<file path="config.mk">
export PLATFORM = sky130hd
export DESIGN_NAME = hazard_scoreboard
export DESIGN_NICKNAME = d
export VERILOG_FILES = /design/src/rtl/hazard_scoreboard.sv
export SDC_FILE = /design/constraint.sdc
export NUM_CORES = 1
export LEC_CHECK = 0
export ABC_AREA = 1
export CAP_MARGIN = 20
export CORE_MARGIN = 4
export CORE_UTILIZATION = 45
export DETAILED_ROUTE_END_ITERATION = 10
export HOLD_SLACK_MARGIN = 0.03
export PLACE_DENSITY = 0.7
export SLEW_MARGIN = 20
export SYNTH_ARGS = -nofsm -noshare
export SYNTH_HDL_FRONTEND = slang
export SYNTH_SLANG_ARGS = --single-unit
</file>
<file path="constraint.sdc">
create_clock -name clk -period 4 [get_ports clk]
set_input_delay 0.8 -clock clk [delete_from_list [all_inputs] [get_ports clk]]
set_output_delay 0.8 -clock clk [all_outputs]
set_load 0.005 [all_outputs]
</file>
<file path="src/rtl/hazard_scoreboard.sv">
`default_nettype none
// ============================================================================
//  Module      : hazard_scoreboard
//  Description : ID-stage per-register latency scoreboard. Tracks cycles left
//                until each in-flight destination becomes forwardable and
//                stalls issue on RAW/WAW hazards the bypass network cannot
//                cover yet (load-use, multi-cycle ops).
//  Revision    : 1.0 - initial release
// ============================================================================
module hazard_scoreboard #(
    parameter int NREG = 32,
    parameter int AW   = 5,
    parameter int CW   = 3,
    parameter int SCW  = 16
) (
    input  logic            clk,
    input  logic            rst_n,
    input  logic            issue_valid,
    input  logic [AW-1:0]   issue_rs,
    input  logic [AW-1:0]   issue_rt,
    input  logic            issue_use_rt,
    input  logic            issue_regwrite,
    input  logic [AW-1:0]   issue_rd,
    input  logic [CW-1:0]   issue_lat,
    input  logic            squash,
    input  logic            wb_valid,
    input  logic [AW-1:0]   wb_rd,
    output logic            issue_stall,
    output logic            issue_fire,
    output logic [NREG-1:0] pending,
    output logic [SCW-1:0]  stall_cycles
);

    // Remaining-latency counter per register; entry 0 is never written
    // non-zero, so it stays at its reset value of zero.
    logic [CW-1:0]   r_cnt      [NREG];
    logic [CW-1:0]   w_cnt_nxt  [NREG];
    logic [NREG-1:0] r_pending;
    logic [SCW-1:0]  r_stall_cycles;

    logic [CW-1:0]   w_cnt_rs;
    logic [CW-1:0]   w_cnt_rt;
    logic [CW-1:0]   w_cnt_rd;
    logic            w_raw_a;
    logic            w_raw_b;
    logic            w_waw;
    logic            w_req;

    // Hazard lookups use only registered counter state, so the stall decision
    // never depends on this cycle's own update.
    assign w_cnt_rs = r_cnt[issue_rs];
    assign w_cnt_rt = r_cnt[issue_rt];
    assign w_cnt_rd = r_cnt[issue_rd];

    assign w_raw_a = (w_cnt_rs != '0);
    assign w_raw_b = issue_use_rt & (w_cnt_rt != '0);
    // A younger write may issue once the older one lands no later than it.
    assign w_waw   = issue_regwrite & (issue_rd != '0) & (w_cnt_rd > issue_lat);

    // A squashed instruction neither stalls nor fires.
    assign w_req       = issue_valid & ~squash;
    assign issue_stall = w_req & (w_raw_a | w_raw_b | w_waw);
    assign issue_fire  = w_req & ~(w_raw_a | w_raw_b | w_waw);

    genvar gi;
    generate
        for (gi = 0; gi < NREG; gi++) begin : g_cnt
            if (gi == 0) begin : g_zero
                assign w_cnt_nxt[gi] = '0;
            end else begin : g_live
                logic w_set;
                logic w_clr;
                assign w_set = issue_fire & issue_regwrite & (issue_rd == AW'(gi));
                assign w_clr = wb_valid & (wb_rd == AW'(gi));
                // New issue beats early completion, which beats countdown.
                assign w_cnt_nxt[gi] = w_set                ? issue_lat :
                                       w_clr                ? '0 :
                                       (r_cnt[gi] != '0)    ? r_cnt[gi] - CW'(1) :
                                                              r_cnt[gi];
            end
        end
    endgenerate

    // Counter and pending-flag state; pending mirrors the new counter value.
    always_ff @(posedge clk or negedge rst_n) begin
        if (!rst_n) begin
            for (int r = 0; r < NREG; r++) begin
                r_cnt[r] <= '0;
            end
            r_pending <= '0;
        end else begin
            for (int r = 0; r < NREG; r++) begin
                r_cnt[r]     <= w_cnt_nxt[r];
                r_pending[r] <= (w_cnt_nxt[r] != '0);
            end
        end
    end

    // Saturating count of cycles spent stalled.
    always_ff @(posedge clk or negedge rst_n) begin
        if (!rst_n) begin
            r_stall_cycles <= '0;
        end else if (issue_stall && (r_stall_cycles != '1)) begin
            r_stall_cycles <= r_stall_cycles + SCW'(1);
        end
    end

    assign pending      = r_pending;
    assign stall_cycles = r_stall_cycles;

endmodule
`default_nettype wire
</file>
## Word-level counts from Yosys, hierarchy flattened

Cells that the tools add are included.

| word-level totals | value |
|---|---|
| memories kept | 0 |
| output and inout port bits | 50 |
| bits in writable memories | 0 |
| logic and storage cells | 376 |
| bits in latches | 0 |
| input port bits | 30 |
| bits in read-only memories | 0 |
| flip-flop bits (word level) | 140 |

| operators by class | value |
|---|---|
| multipliers | 0 |
| muxes and demuxes | 102 |
| equal/unequal tests | 63 |
| reductions and logical operators | 66 |
| bitwise operators | 76 |
| shift operators | 0 |
| magnitude comparators | 4 |
| divide/modulo/power cells | 0 |
| add/sub/neg operators | 32 |

Operators with widths:

| cell | number |
|---|---|
| $mux 3 | 99 |
| $reduce_bool 3->1 | 64 |
| $eq 5x5->1 const B | 32 |
| $sub 3x1->3 const B | 31 |
| $eq 5x4->1 const B | 16 |
| $and 1x1->1 | 69 |
| $bmux 3 s5 | 3 |
| $eq 5x3->1 const B | 8 |
| $eq 5x2->1 const B | 4 |
| $ge 6x6->1 const B | 3 |
| $not 5->6 | 3 |
| $add 16x1->16 const B | 1 |
| $ne 16x16->1 const B | 1 |
| $eq 5x1->1 const B | 2 |
| $reduce_bool 5->1 | 1 |
| $gt 3x3->1 | 1 |
| $not 1->1 | 2 |
| $or 1x1->1 | 2 |
| $logic_and 1x1->1 | 1 |

## Logic depth before layout (Yosys ltp)

| logic depth | value |
|---|---|
| depth after elaboration | 14 |
| depth in mapped cells | 22 |
| mapped depth without buffers | 20 |

## Worst setup path before layout

OpenSTA, ideal clock, no wires.

| timing path | value |
|---|---|
| path kind | input to output |
| start point | input issue_rd[0] |
| end point | output issue_stall |
| data required time | 3200 ps |
| stages | 16 |
| arrival time | 2955 ps |
| slack | 245 ps |
| cells stage by stage | inv_1 nor2_1 clkinv_1 clkbuf_1 o22ai_1 o21ai_0 nand4_1 nor2_1 a41oi_1 ha_1 a21oi_1 o21ai_0 nand4_1 nand3_1 nor2_4 nor3_4 |

| between the ends | value |
|---|---|
| longest elaborated chain between the ends | 8 |

Ends and longest elaborated chain:

| item | RTL line | text |
|---|---|---|
| start, declared | 23 | `input logic [AW-1:0] issue_rd,` |
| $not 5->6 (not written as such) | 53 | `assign w_cnt_rd = r_cnt[issue_rd];` |
| $bmux 3 s5 | 53 |  |
| $mux 3 (not written as such) (2 in series) | 53 |  |
| $gt 3x3->1 | 58 | `assign w_waw = issue_regwrite & (issue_rd != '0) & (w_cnt_rd > issue_lat);` |
| $and 1x1->1 (*) | 58 |  |
| $or 1x1->1 (*) | 62 | `assign issue_stall = w_req & (w_raw_a \| w_raw_b \| w_waw);` |
| $and 1x1->1 (*) | 62 |  |
| end, declared | 28 | `output logic issue_stall,` |

Every way passes the cells marked *; elsewhere a longest branch is shown, timed or not. The select of a mux whose other input is x is not followed.

## Worst setup path after layout

| timing path | value |
|---|---|
| start point | input issue_rt[0] |
| end point | output issue_fire |

| between the ends | value |
|---|---|
| longest elaborated chain between the ends | 10 |

Ends and longest elaborated chain:

| item | RTL line | text |
|---|---|---|
| start, declared | 20 | `input logic [AW-1:0] issue_rt,` |
| $not 5->6 (not written as such) | 52 | `assign w_cnt_rt = r_cnt[issue_rt];` |
| $bmux 3 s5 | 52 |  |
| $mux 3 (not written as such) (2 in series) | 52 |  |
| $reduce_bool 3->1 | 56 | `assign w_raw_b = issue_use_rt & (w_cnt_rt != '0);` |
| $and 1x1->1 | 56 |  |
| $or 1x1->1 (2 in series) | 63 | `assign issue_fire = w_req & ~(w_raw_a \| w_raw_b \| w_waw);` |
| $not 1->1 | 63 |  |
| $and 1x1->1 | 63 |  |
| end, declared | 29 | `output logic issue_fire,` |

Every way passes these cells. The select of a mux whose other input is x is not followed.

==> summary.txt <==
Syn Area/Cell: 6.63 sq um
Critical path endpoint category: primary output
Status: finished clean
Antenna cell count: 0
# clock sinks: 140
CP Capture Point: issue_fire
Final setup viols: 0
Adder-cell area share of the yosys netlist: 0.0743
CP max FO: 8
CP Class: in2out
Die width: 165 um
Logic pwr share: 0.591
WP buf/inv: 6
Filler Cells Inserted: 2,351
Final GP Congestion: 1.04
Synthesized-area fraction occupied by and/or/nand/nor cells: 0.344
Rows: 57
RR Endpoint: pending[19]
Clock power frac: 0.158
Place WS: -0.800 ns
First-pass GRT wire length: 62,500 um
CP startpoint kind: primary input
Number of global-route vias before repair: 11,600
GRT overflow: 0
Syn-to-layout area delta: 23.3%
XOR/XNOR Fraction of Synth Area: 0.0606
Nets@finish: 1,937
Distinct cells, synth: 36
Fin. max-slew vios: 0
DRC: 0
Iteration-0 DRC Markers: 1,175
Via-to-Cell Ratio: 5.46
Core ar.: 24,300 sq um
Psw: 4.98 mW
Worst-path clk slew: 0.07 ns
Critical path's top delay family: buffers and inverters
GRT Overall Usage: 0.298
Data arrival, critical path: 3.13 ns
Mux cell area share after synthesis: 0
Worst-Margin Slew: 0.841 ns
Total wire length: 40,400 um
CP max-delay cell: clkdlybuf4s50_1
DRT Pass-1 Iters: 6
PortBufs: 78
Worst-case clock buffer depth: 2
Die ar.: 27,300 sq um
Fin area: 13,700 sq um
Leakage: 7.18 nW
Sequential share of the synthesized area: 0.315
Die Span Y: 165 um
Placement Cell Area: 13,000 sq um
Initial antenna violation count: 0
Worst R2R Start: r_cnt[52]
Compound-gate portion of the synthesized area: 0.0857
CTS tree: built
Flop pwr share: 0.251
TritonCTS Buffers: 17
Reg area: 3500 sq um
Peak VDD IR: 373 uV
CTS H-tree depth: 4
Syn. warnings: 0
Relative slew slack: 0.439
Area occupied by multi-input gates: 6390 sq um
CP startpoint: issue_rt[0]
Largest net degree at the start of global routing: 86
R2R setup slack: 0.87 ns
Pwr dens: 754 nW/um^2
Most used cell, CP: nand2_1
Power Internal: 5.35 mW
Commonest non-fill, non-tap cell in the layout: nand2_1
Drt wl/cell: 18.5 um
Mapped cell area: 11,100 sq um
Worst Hold Class: in2async
Total of max-cap violations: 0
Layout cell share with drive strength beyond 1: 0.106
Worst path depth: 16
Worst EP required: 3.20 ns
Yosys reg bits: 140
Post-route ant nets: 0
Finished Core Util: 0.564
Via count: 11,900
RSZ-0062 raised after global routing: false
Largest family of logic cells by synthesized area: simple AND/OR/NAND/NOR gates
Post-Syn Nets: 1,773
Clock skew: 0.0155 ns
Crit path largest cell delay: 0.45 ns
Fmax: 254 MHz
Most frequent cells in the layout: nand2_1 (464), inv_1 (255), nand3_1 (224)
I/O pin total: 80
Crit path cell chain: clkdlybuf4s50_1, buf_4, inv_4, nor2_4, buf_4, nand2_1, nand3_1, nor2_1, nor2_1, nand2_1, nand2_1, nand2_1, nand3_1, nand3_2, inv_1, clkdlybuf4s15_2
Final worst slack: 0.0684 ns
Fin crit period: 3.93 ns
Tcrit/Tclk final: 0.983
Hold Vio Cnt, Final: 0
Initial Utilization: 0.457
Cells after synthesis: 1,677
CTS Root Cell: clkbuf_16
Switching part of the total: 0.482
Post-DP HPWL: 30,500 um
Hold slack: 0.420 ns
Clk_lat worst skew: 0.44 ns
Reg2Reg Depth: 19
-- cell usage after synthesis --
| library cell | instances | area (sq um) |
|---|---|---|
| xnor2_1 | 6 | 52.6 |
| nand3_2 | 1 | 10.0 |
| clkinv_1 | 3 | 11.3 |
| buf_1 | 4 | 15.0 |
| nor2_4 | 5 | 56.3 |
| a22o_1 | 1 | 8.76 |
| xor2_1 | 71 | 622 |
| nor3_1 | 37 | 185 |
| nand3_1 | 225 | 1130 |
| inv_1 | 258 | 968 |
| nor2_1 | 129 | 484 |
| nand4_1 | 26 | 163 |
| inv_2 | 11 | 41.3 |
| nand2_2 | 2 | 12.5 |
| buf_2 | 5 | 25.0 |
| dfrtp_1 | 140 | 3500 |
| inv_4 | 1 | 6.26 |
| nand2_1 | 465 | 1750 |
| o2111ai_1 | 2 | 17.5 |
| buf_6 | 10 | 113 |
| ha_1 | 66 | 826 |
| nor3_4 | 1 | 16.3 |
| nor2_2 | 2 | 12.5 |
| o221ai_1 | 3 | 26.3 |
| a41oi_1 | 2 | 17.5 |
| a21oi_1 | 46 | 230 |
| o21ai_0 | 60 | 300 |
| a2bb2oi_1 | 1 | 8.76 |
| o21ai_1 | 15 | 75.1 |
| a22oi_1 | 3 | 22.5 |
| conb_1 | 1 | 3.75 |
| clkbuf_1 | 26 | 97.6 |
| a221oi_1 | 1 | 8.76 |
| nor4_1 | 3 | 18.8 |
| buf_4 | 7 | 52.6 |
| o22ai_1 | 38 | 238 |
-- registers in the layout (all words and copies together), names as in the netlist --
name / count
stall_cycles: 16
r_cnt: 93
pending: 31
-- power by group through the flow --
stage                     registers (mW)  clock network [mW]  logic, mW
after global placement              2.59                   0       5.80
final                               2.59                1.63       6.10
after CTS                           2.58                1.65       5.99
after detailed placement            2.59                   0       5.91
after floorplan                     2.48                   0       4.13
after global routing                2.66                1.71       6.92
-- area by class of cell --
type | instances | share of cell area
multi-input combinational | 1212 | 0.466
sequential | 140 | 0.256
timing repair buffer | 197 | 0.131
inverter | 273 | 0.0749
clock buffer | 17 | 0.0310
tap | 324 | 0.0296
clock inverter | 15 | 0.0124
-- cell families (layout without fill, tap and decap cells) --
group,after synthesis,in the layout
AND/OR/NAND/NOR,896,896
buffers and inverters,325,502
AO/OA/AOI/OAI,172,172
flip-flops,140,140
XOR/XNOR,77,77
adder cells (fa/ha/maj),66,66
other,1,1
-- stage by stage --
stage / power, mW / std cells / TNS (ns)
finish: 10.3 / 2178 / 0
global route: 11.3 / 2178 / 0
CTS: 10.2 / 2177 / 0
detailed placement: 8.50 / 2143 / -38.01
global placement: 8.39 / 2143 / -33.18
floorplan: 6.61 / 1677 / 0
-- worst min path at each step --
stage | from | cells past startpoint | slack (ns) | to
5_1_grt | rst_n | 1 | 0.51 | r_cnt[41]
3_3_place_gp | stall_cycles[5] | 2 | 0.53 | stall_cycles[5]
3_5_place_dp | stall_cycles[6] | 2 | 0.54 | stall_cycles[6]
4_1_cts | rst_n | 1 | 0.47 | r_cnt[39]
6_report | rst_n | 1 | 0.42 | r_cnt[39]
2_1_floorplan | rst_n | 0 | 0.50 | pending[10]
-- what timing repair did --
item                                   CTS  global route
setup endpoints to repair                2             2
gates cloned                             2             0
hold buffers                             0             0
endpoints found under the hold margin    0             0
resized for setup                       40            20
pin swaps                               15             8
buffers inserted                         0             1
-- per-layer routing --
| metal | track usage | part of all wire | vias up |
|---|---|---|---|
| met5 | 0 | 0 | - |
| met3 | 0.0462 | 0.085 | 121 |
| met2 | 0.475 | 0.45 | 579 |
| met1 | 0.404 | 0.43 | 5520 |
| met4 | 0.126 | 0.039 | 0 |
| li1 | - | - | 5674 |
No activity file was read; power rests on OpenSTA's default activity.
